**src/rtl/gpio_intc.sv**
```systemverilog
// gpio_intc: latches GPIO interrupt lines into pending bits, arbitrates by priority
// and hands one interrupt to the CPU through a claim/complete register handshake.
module gpio_intc #(
    parameter int NUM_SRC = 8
) (
    input  logic               clk_i,
    input  logic               rst_i,
    input  logic [NUM_SRC-1:0] irq_src_i,
    output logic               irq_o,
    input  logic               reg_we_i,
    input  logic               reg_re_i,
    input  logic [31:0]        reg_wdata_i,
    input  logic [3:0]         reg_be_i,
    input  logic [31:0]        reg_addr_i,
    output logic [31:0]        reg_rdata_o
);

    localparam int PW = 3 * NUM_SRC;

    localparam logic [7:0] A_EN   = 8'h00;
    localparam logic [7:0] A_PRIO = 8'h04;
    localparam logic [7:0] A_THR  = 8'h08;
    localparam logic [7:0] A_PEND = 8'h0C;
    localparam logic [7:0] A_CLM  = 8'h10;
    localparam logic [7:0] A_INS  = 8'h14;

    logic [NUM_SRC-1:0] r_enable;
    logic [PW-1:0]      r_prio;
    logic [2:0]         r_thresh;
    logic [NUM_SRC-1:0] r_pending;
    logic [NUM_SRC-1:0] r_inservice;
    logic               r_irq;
    logic [31:0]        r_rdata;

    logic [7:0]         w_addr;
    logic [31:0]        w_wmask;
    logic               w_rd;
    logic               w_claim;
    logic               w_cmp;
    logic [NUM_SRC-1:0] w_eligible;
    logic [NUM_SRC-1:0] w_win_oh;
    logic [NUM_SRC-1:0] w_cmp_oh;
    logic [3:0]         w_win_id;
    logic [2:0]         w_best;
    logic [31:0]        w_rmux;
    logic               w_unused;

    assign w_addr   = reg_addr_i[7:0];
    assign w_wmask  = {{8{reg_be_i[3]}}, {8{reg_be_i[2]}},
                       {8{reg_be_i[1]}}, {8{reg_be_i[0]}}};
    // A simultaneous write wins: the read is squashed entirely.
    assign w_rd     = reg_re_i & ~reg_we_i;
    assign w_claim  = w_rd && (w_addr == A_CLM) && (|w_eligible);
    assign w_cmp    = reg_we_i && (w_addr == A_CLM) && reg_be_i[0];
    assign w_unused = ^{reg_addr_i[31:8], w_wmask, reg_wdata_i};

    // Strictly-greater compare keeps the lowest ID on priority ties.
    always_comb begin
        w_eligible = '0;
        w_win_oh   = '0;
        w_cmp_oh   = '0;
        w_win_id   = 4'd0;
        w_best     = 3'd0;
        for (int n = 0; n < NUM_SRC; n++) begin
            w_eligible[n] = r_pending[n] & r_enable[n] &
                            (r_prio[3*n +: 3] > r_thresh);
            if (w_eligible[n] && (r_prio[3*n +: 3] > w_best)) begin
                w_best   = r_prio[3*n +: 3];
                w_win_id = 4'(n + 1);
                w_win_oh = '0;
                w_win_oh[n] = 1'b1;
            end
            if (w_cmp && (reg_wdata_i[3:0] == 4'(n + 1))) begin
                w_cmp_oh[n] = 1'b1;
            end
        end
    end

    always_comb begin
        w_rmux = 32'd0;
        case (w_addr)
            A_EN:    w_rmux = 32'(r_enable);
            A_PRIO:  w_rmux = 32'(r_prio);
            A_THR:   w_rmux = {29'd0, r_thresh};
            A_PEND:  w_rmux = 32'(r_pending);
            A_CLM:   w_rmux = {28'd0, w_win_id};
            A_INS:   w_rmux = 32'(r_inservice);
            default: w_rmux = 32'd0;
        endcase
    end

    always_ff @(posedge clk_i or posedge rst_i) begin
        if (rst_i) begin
            r_enable <= '0;
            r_prio   <= '0;
            r_thresh <= '0;
        end else if (reg_we_i) begin
            if (w_addr == A_EN)
                r_enable <= (r_enable & ~w_wmask[NUM_SRC-1:0]) |
                            (reg_wdata_i[NUM_SRC-1:0] & w_wmask[NUM_SRC-1:0]);
            if (w_addr == A_PRIO)
                r_prio <= (r_prio & ~w_wmask[PW-1:0]) |
                          (reg_wdata_i[PW-1:0] & w_wmask[PW-1:0]);
            if (w_addr == A_THR)
                r_thresh <= (r_thresh & ~w_wmask[2:0]) |
                            (reg_wdata_i[2:0] & w_wmask[2:0]);
        end
    end

    // Gateway: a line in service or already pending cannot re-latch.
    always_ff @(posedge clk_i or posedge rst_i) begin
        if (rst_i) begin
            r_pending   <= '0;
            r_inservice <= '0;
            r_irq       <= 1'b0;
            r_rdata     <= '0;
        end else begin
            r_pending   <= (r_pending & ~(w_claim ? w_win_oh : '0)) |
                           (irq_src_i & ~r_pending & ~r_inservice);
            r_inservice <= (r_inservice & ~w_cmp_oh) |
                           (w_claim ? w_win_oh : '0);
            r_irq       <= |w_eligible;
            r_rdata     <= w_rd ? w_rmux : 32'd0;
        end
    end

    assign irq_o       = r_irq;
    assign reg_rdata_o = r_rdata;

endmodule
```
**config.mk**
```make
export PLATFORM = sky130hd
export DESIGN_NAME = gpio_intc
export DESIGN_NICKNAME = d
export VERILOG_FILES = /design/src/rtl/gpio_intc.sv
export SDC_FILE = /design/constraint.sdc
export NUM_CORES = 1
export LEC_CHECK = 0
export ABC_AREA = 1
export BUFFER_PORTS_ARGS = -buffer_cell sky130_fd_sc_hd__buf_2
export CORE_ASPECT_RATIO = 1.2
export CORE_MARGIN = 1
export CORE_UTILIZATION = 40
export CTS_CLUSTER_SIZE = 8
export DETAILED_ROUTE_END_ITERATION = 6
export HOLD_SLACK_MARGIN = 0.03
export SLEW_MARGIN = 15
export SYNTH_ARGS = -nofsm -noshare
export SYNTH_HDL_FRONTEND = slang
export SYNTH_SLANG_ARGS = --single-unit
```
**constraint.sdc**
```tcl
create_clock -name clk_i -period 21 [get_ports clk_i]
set_input_delay 1.05 -clock clk_i [delete_from_list [all_inputs] [get_ports clk_i]]
set_output_delay 1.05 -clock clk_i [all_outputs]
set_load 0.005 [all_outputs]
```
# Yosys cells after proc, flatten, opt, wreduce, memory -nomap -nowiden
# Cells that the tools add are included.
# totals
ram_bits	0
out_inout_bits	33
mem_bits_ro	0
n_memories	0
input_bits	80
regBits	84
latch_bits	0
word_cells	135
# classes
addsub	0
n_reduce_logical	25
bitwise	40
n_mux	34
order_cmp	16
n_eq_ne	13
n_mul	0
n_shift	0
n_div	0
# ops
op	n
$pmux 24 s6	1
$mux 8	8
$and 24x24->24	2
$and 8x8->8	6
$gt 3x3->1	15
$not 8->8	5
$mux 32	1
$mux 4	7
$not 24->24	1
$or 24x24->24	1
$or 8x8->8	3
$mux 3	7
$logic_and 1x1->1	20
$and 1x1->1	17
$eq 4x3->1 const B	4
$eq 8x4->1 const B	2
$eq 8x5->1 const B	2
$mux 1	10
$eq 4x2->1 const B	2
$eq 8x3->1 const B	1
$logic_not 8->1	1
$reduce_or 8->1	1
$and 3x3->3	2
$reduce_and 2->1	3
6 further kinds	6

# Depth between registers and ports, before layout
# Gate-level depths: netlist of the first run.
# logic_depth
ltp_word	29
depth_mapped	64

# Worst setup path before layout of the first run
# OpenSTA, ideal clock, no wires.
# synth_timing
path_kind	register to register
from	reg (tool-made name)
to	reg r_pending[0]
arrival_time_ns	8.539
path_stages_with_launch	60
period_less_slack_ns	8.652
setup_slack_ns	12.348
setup_ns	0.113
cell_sequence	dfrtp_1 > inv_1 > ha_1 > nand3_1 > nand2_1 > inv_2 > nand4_1 > ha_1 > nand3_1 > a21boi_2 > nand2_4 > o21ai_0 > ha_1 > and3_1 > a21oi_1 > nand2_2 > nand2_1 > o21ai_1 > [... 24 more ...] > a211oi_1 > nor3_1 > inv_1 > nand2_1 > o21ai_0 > ha_1 > nand2_1 > nor2_1 > a211oi_1 > nor3_1 > nor2_1 > inv_1 > nor2_1 > inv_1 > nor2_1 > nand3_2 > nand2_1 > inv_1
# synth_lines
item	line_no	text
end signal: assignment	118	r_pending <= (r_pending & ~(w_claim ? w_win_oh : '0)) |
end: declaration	30	logic [NUM_SRC-1:0] r_pending;

==> out/qor.yml, run 1 <==
max_cap_viol_count: 0
power_frac_comb_pct: 9.0
drtPass1Iterations: 5
diodes: 0
switching_share_pct: 24.3
rsz0062_at_grt: "false"
num-nets-final: 769
syn_area_um2: 4620
dp_hpwl_um: 9360
slowest_delay_ns: 0.73
setup_viol: 0
r2r_cells: 56
slew_headroom_pct: 20.6
cp.required_ns: 21.24
cts-resized-gates: 0
worstPathMaxFanout: 10
num_io_pins: 113
initialDrtViolationCount: 249
ys.flop_type: "dfrtp_1"
wl_per_cell_um: 15.2
synth_top_area_share_pct: 41.1
setup_tns_ns: 0
clk_latency_ns: 0.34
hold_buffers: 0
cts_tree: "yes"
cts_max_level: 3
path_clk_slew_ns: 0.06
worst_slack_ns: 10.25
core_um2: 11100
final_common_cell: "nand2_1"
cts.path.max_buffers: 2
synthArstFlopShare_pct: 100
synth-edff-count: 0
grt_antenna_before_repair: 0
layout_common_cells: "nand2_1, dfrtp_1, inv_1"
hold_viol: 0
place.gp.congestion: 0.863
ys_types: 43
grt_max_degree: 77
nFillCells: 1116
period_share_pct: 51.2
p_int_w: 0.000265
drv_slew: 0
fmax_mhz: 93.0
dp_worst_setup_slack_ns: 10.43
period_minus_slack_ns: 10.75
num_vias: 4169
numCtsBuffers: 9
antenna_left: 0
grt_pass1_vias: 4180
worstSetupEndpointType: "flip-flop"
die-area_um2: 12000
seq_power_share_pct: 43.5
ys_seq_elements: 76
synth_area_leaders: "dfrtp_1, ha_1, nand2_1"
grt_overflow: 0
crit_top_cell: "ha_1"
yosysSeqAreaShare_pct: 41.1
io_buffers: 71
rows: 42
r2r_slack_ns: 10.25
die_h_um: 120
root_buffer: "clkbuf_16"
tightest_slew_ns: 1.18
syn_inst: 574
initial_core_util_pct: 41.5
total_leakage_power_nw: 2.87
synth_warnings: 0
r2r-end: "r_pending[0]$_DFF_PP0_"
syn2layout_area_growth_pct: 17.6
avgSynthCellArea_um2: 8.05
arrival_ns: 10.99
viasPerCell: 5.16
path_class: "reg2reg"
drc: 0
p_per_area_nw_per_um2: 64.4
skew_ns: 0.0105
min_path_cells: 2
post_cts_buffers: 0
status: "finished, final reports clean"
power_switching_w: 0.0000852
wirelength_um: 12300
critical_path.slowest_cell: "nor3_1"
die_width_um: 100
setup.worst_path.start_class: "flip-flop"
grt_pass1_wl_um: 20300
gr-usage-all-layers_pct: 22.0
hold_path.class: "reg2reg"
yosysTopAreaCell: "dfrtp_1"
clkPwrFrac_pct: 47.5
layout-drive-gt1-share_pct: 18.8
cts_num_sinks: 76
vdd_drop_max_uv: 34.9
-- routing by layer --
| layer | routed length, um | vias to the layer above | GRT usage, % | part of all wire (%) |
|---|---|---|---|---|
| met5 | 0 | - | 0 | 0 |
| met4 | 437 | 0 | 10.1 | 3.6 |
| met3 | 610 | 34 | 4.78 | 5.0 |
| met2 | 5960 | 137 | 37.7 | 49 |
| met1 | 5240 | 1933 | 26.2 | 43 |
| li1 | - | 2065 | - | - |
-- stage by stage --
step | power (W) | instances | utilization [%] | cell area, um2 | hold WS, ns
after CTS | 0.000354 | 808 | 48.8 | 5440 | 0.491
after detailed placement | 0.000187 | 792 | 45.9 | 5120 | 0.474
after global placement | 0.000185 | 792 | 45.9 | 5120 | 0.467
final | 0.000350 | 808 | 48.8 | 5440 | 0.492
after global routing | 0.000364 | 808 | 48.8 | 5440 | 0.518
after floorplan | 0.000175 | 581 | - | 4650 | 0.453
-- worst max path at each step --
stage | to | depth (start not counted) | start
6_report | r_pending[0]$_DFF_PP0_ | 56 | flip-flop
5_1_grt | r_pending[0]$_DFF_PP0_ | 59 | flip-flop
4_1_cts | r_pending[5]$_DFF_PP0_ | 56 | flip-flop
3_5_place_dp | r_pending[0]$_DFF_PP0_ | 58 | flip-flop
3_3_place_gp | r_pending[0]$_DFF_PP0_ | 59 | flip-flop
2_1_floorplan | r_pending[0]$_DFF_PP0_ | 59 | flip-flop
-- power by group through the flow --
| stage | combinational [W] | clock (W) | sequential, W |
|---|---|---|---|
| 2_1_floorplan | 0.0000213 | 0 | 0.000154 |
| 3_3_place_gp | 0.0000302 | 0 | 0.000155 |
| 3_5_place_dp | 0.0000317 | 0 | 0.000155 |
| 4_1_cts | 0.0000318 | 0.000170 | 0.000152 |
| 5_1_grt | 0.0000362 | 0.000175 | 0.000153 |
| 6_report | 0.0000314 | 0.000166 | 0.000152 |
-- synthesized netlist by cell type (5+ instances only) --
master and number:
nand3_1 36, a21oi_1 30, inv_1 73, nand4_1 11
nand3_2 7, ha_1 40, nor3_1 21, dfrtp_1 76
clkbuf_1 5, inv_2 5, nand2_2 7, o21ai_1 5
o21ai_0 43, nor2_1 49, nand2_1 111, buf_4 8
a221oi_1 7
-- area by class of cell --
class | instances | area, um2 | share of cell area [%]
multi-input combinational | 411 | 2360 | 43.5
inverter | 79 | 297 | 5.45
sequential | 76 | 1900 | 35.0
timing repair buffer | 72 | 363 | 6.67
tap | 154 | 193 | 3.54
clock inverter | 6 | 88.8 | 1.63
clock buffer | 10 | 229 | 4.21
-- cells by family after synthesis --
logic type / count (synthesis) / share of synthesized area [%]
and+or+nand+nor: 256 / 25.9
adders and majority gates: 40 / 10.8
AOI/OAI and AO/OA: 104 / 13.0
other: 1 / 0.0811
buffers and inverters: 94 / 8.28
DFF: 76 / 41.1
muxes: 3 / 0.731
-- critical path, delay by kind of cell, from the launching register on --
family | cells | cell delay, ns
AND/OR/NAND/NOR | 29 | 4.26
AO/OA/AOI/OAI | 12 | 2.51
adder cells (fa/ha/maj) | 8 | 2.43
buffers and inverters | 7 | 1.09
flip-flops | 1 | 0.38
Power figures use the tool's default switching activity.
==> run 2, diff against run 1 <==
PLACE_DENSITY = 0.65   (was not set)
clock period = 9.45 ns   (was 21 ns; I/O delays follow)
==> run 2 against run 1 <==
  * Sequential power grew 120%
  * Via count up 3.6%
  * Non-clock buffer count up 16
  * Utilization rose by 1.7 points
  * Clock power increased by 120%
  * Power increased by 120%
  * Largest power group unchanged
==> out/qor.yml, run 2 (synthesized netlist as in run 1, its figures left out) <==
grt_antenna_before_repair: 0  # unchanged
clk_latency_ns: 0.34  # about the same
drc: 0  # unchanged
place.gp.congestion: 0.890  # +3.2%
path_class: "reg2reg"
core_um2: 11100  # unchanged
layout-drive-gt1-share_pct: 22.4  # +3.6 points
status: "finished, final reports clean"
die_h_um: 120  # unchanged
dp_hpwl_um: 9480  # +1.3%
setup_viol: 0  # unchanged
drv_slew: 0  # unchanged
num_vias: 4321  # +3.6%
rows: 42  # unchanged
num_io_pins: 113  # unchanged
layout_common_cells: "nand2_1, dfrtp_1, inv_1"
viasPerCell: 5.24  # +1.6%
wirelength_um: 12500  # +2.2%
slowest_delay_ns: 0.38  # -0.35 ns
grt_max_degree: 77  # unchanged
path_clk_slew_ns: 0.06  # about the same
gr-usage-all-layers_pct: 21.6  # -0.43 points
fmax_mhz: 114  # +22%
cts.path.max_buffers: 2  # unchanged
cts_max_level: 3  # unchanged
root_buffer: "clkbuf_16"
antenna_left: 0  # unchanged
worstPathMaxFanout: 8  # -2
diodes: 0  # unchanged
max_cap_viol_count: 0  # unchanged
setup.worst_path.start_class: "flip-flop"
final_common_cell: "nand2_1"
cts_num_sinks: 76  # unchanged
numCtsBuffers: 9  # unchanged
grt_pass1_vias: 4165  # -0.36%
vdd_drop_max_uv: 84.6  # +140%
wl_per_cell_um: 15.2  # +0.24%
drtPass1Iterations: 5  # unchanged
syn2layout_area_growth_pct: 21.6
io_buffers: 71  # unchanged
fin_util_pct: 50.5  # +1.7 points
grt_pass1_wl_um: 20100  # -0.65%
grt_overflow: 0  # unchanged
power.total_w: 0.000782  # +120%
die-area_um2: 12000  # unchanged
period_minus_slack_ns: 8.80  # -1.95 ns
critical_path.slowest_cell: "dfrtp_1"
num-nets-final: 785  # +2.1%
hold_path.class: "in2reg"
total_leakage_power_nw: 2.97  # +3.3%
slew_headroom_pct: 30.5  # +9.9 points
die_width_um: 100  # unchanged
tightest_slew_ns: 1.03  # -0.146 ns
hold_buffers: 0  # unchanged
cts_tree: "yes"
skew_ns: 0.0112  # +0.000752 ns
arrival_ns: 9.02  # -1.97 ns
hold_viol: 0  # unchanged
worstSetupEndpointType: "flip-flop"
period_share_pct: 93.2  # +42 points
initial_core_util_pct: 41.5  # unchanged
initialDrtViolationCount: 245  # -1.6%
cp.required_ns: 9.67  # -11.57 ns
p_per_area_nw_per_um2: 139  # +120%
[run 2: changes by cell type in the layout (fill, tap and decap cells not counted), moves of 2 or more]
| cell | previous run | this run |
|---|---|---|
| ha_1 | 40 | 38 |
| nor2_1 | 49 | 47 |
| buf_4 | 1 | 17 |
| o21ai_0 | 43 | 39 |
| ha_4 | 0 | 2 |
| clkinv_2 | 1 | 3 |
| o21ai_2 | 2 | 4 |
| clkinvlp_4 | 2 | 0 |
| nor2_2 | 1 | 3 |
| o21ai_1 | 5 | 7 |
[run 2: what timing repair did]
item / 4_1_cts / 5_1_grt
setup endpoints to repair: 0 / 20
resized for setup: 0 / 15
endpoints found under the hold margin: 0 / 0
buffers inserted: 0 / 7
[run 2: stage by stage]
step | instances | instance area (um2) | setup slack, ns | TNS, ns | hold slack, ns
after floorplan | 581 | 4650 | 0.798 | 0 | 0.453
after global placement | 801 | 5190 | 0.562 | 0 | 0.468
after detailed placement | 801 | 5190 | 0.253 | 0 | 0.473
after CTS | 817 | 5500 | 0.221 | 0 | 0.346
after global routing | 824 | 5620 | -0.0355 | -0.0909 | 0.361
final | 824 | 5620 | 0.647 | 0 | 0.345
[run 2: final timing paths]
check / cells after the start / endpoint / slack [ns] / startpoint
min in group asynchronous: 3 / async pin / 0.43 / rst_i
worst max register to register: 58 / r_pending[7]$_DFF_PP0_ / 0.65 / flip-flop
worst min register to register: 2 / flip-flop / 0.49 / flip-flop
worst min-delay path: 3 / r_pending[6]$_DFF_PP0_ / 0.34 / irq_src_i[6]
max in group asynchronous: 3 / async pin / 8.34 / rst_i
worst max-delay path: 58 / r_pending[7]$_DFF_PP0_ / 0.65 / flip-flop
[run 2: final cells by class]
| type | count | area, um2 |
|---|---|---|
| Fill cell | 1087 | 5520 |
| Clock buffer | 11 | 243 |
| Multi-Input combinational cell | 411 | 2430 |
| Inverter | 79 | 297 |
| Timing Repair Buffer | 88 | 483 |
| Clock inverter | 5 | 75.1 |
| Tap cell | 154 | 193 |
| Sequential cell | 76 | 1900 |
[run 2: report_power, final]
| group | leakage (nW) | switching, W | internal [W] |
|---|---|---|---|
| Clock | 0.159 | 0.000132 | 0.000237 |
| Sequential | 0.948 | 0.00000652 | 0.000332 |
| Combinational | 1.86 | 0.0000464 | 0.0000282 |
[run 2: metal layers]
metal / share of wire, % / wire length (um) / vias to the layer above / track usage, %
met2: 50 / 6240 / 166 / 37.2
met3: 5.4 / 673 / 27 / 3.61
met5: 0 / 0 / - / 0
li1: - / - / 2097 / -
met4: 2.5 / 307 / 0 / 7.88
met1: 42 / 5310 / 2031 / 27.0
[run 2: critical path: cells and delay by family, from the launching register on]
kind                     cells  cell delay, ns
AND/OR/NAND/NOR             28            3.42
adder cells (fa/ha/maj)      8            2.39
buffers and inverters        8            0.69
flip-flops                   1            0.38
AO/OA/AOI/OAI               14            1.76
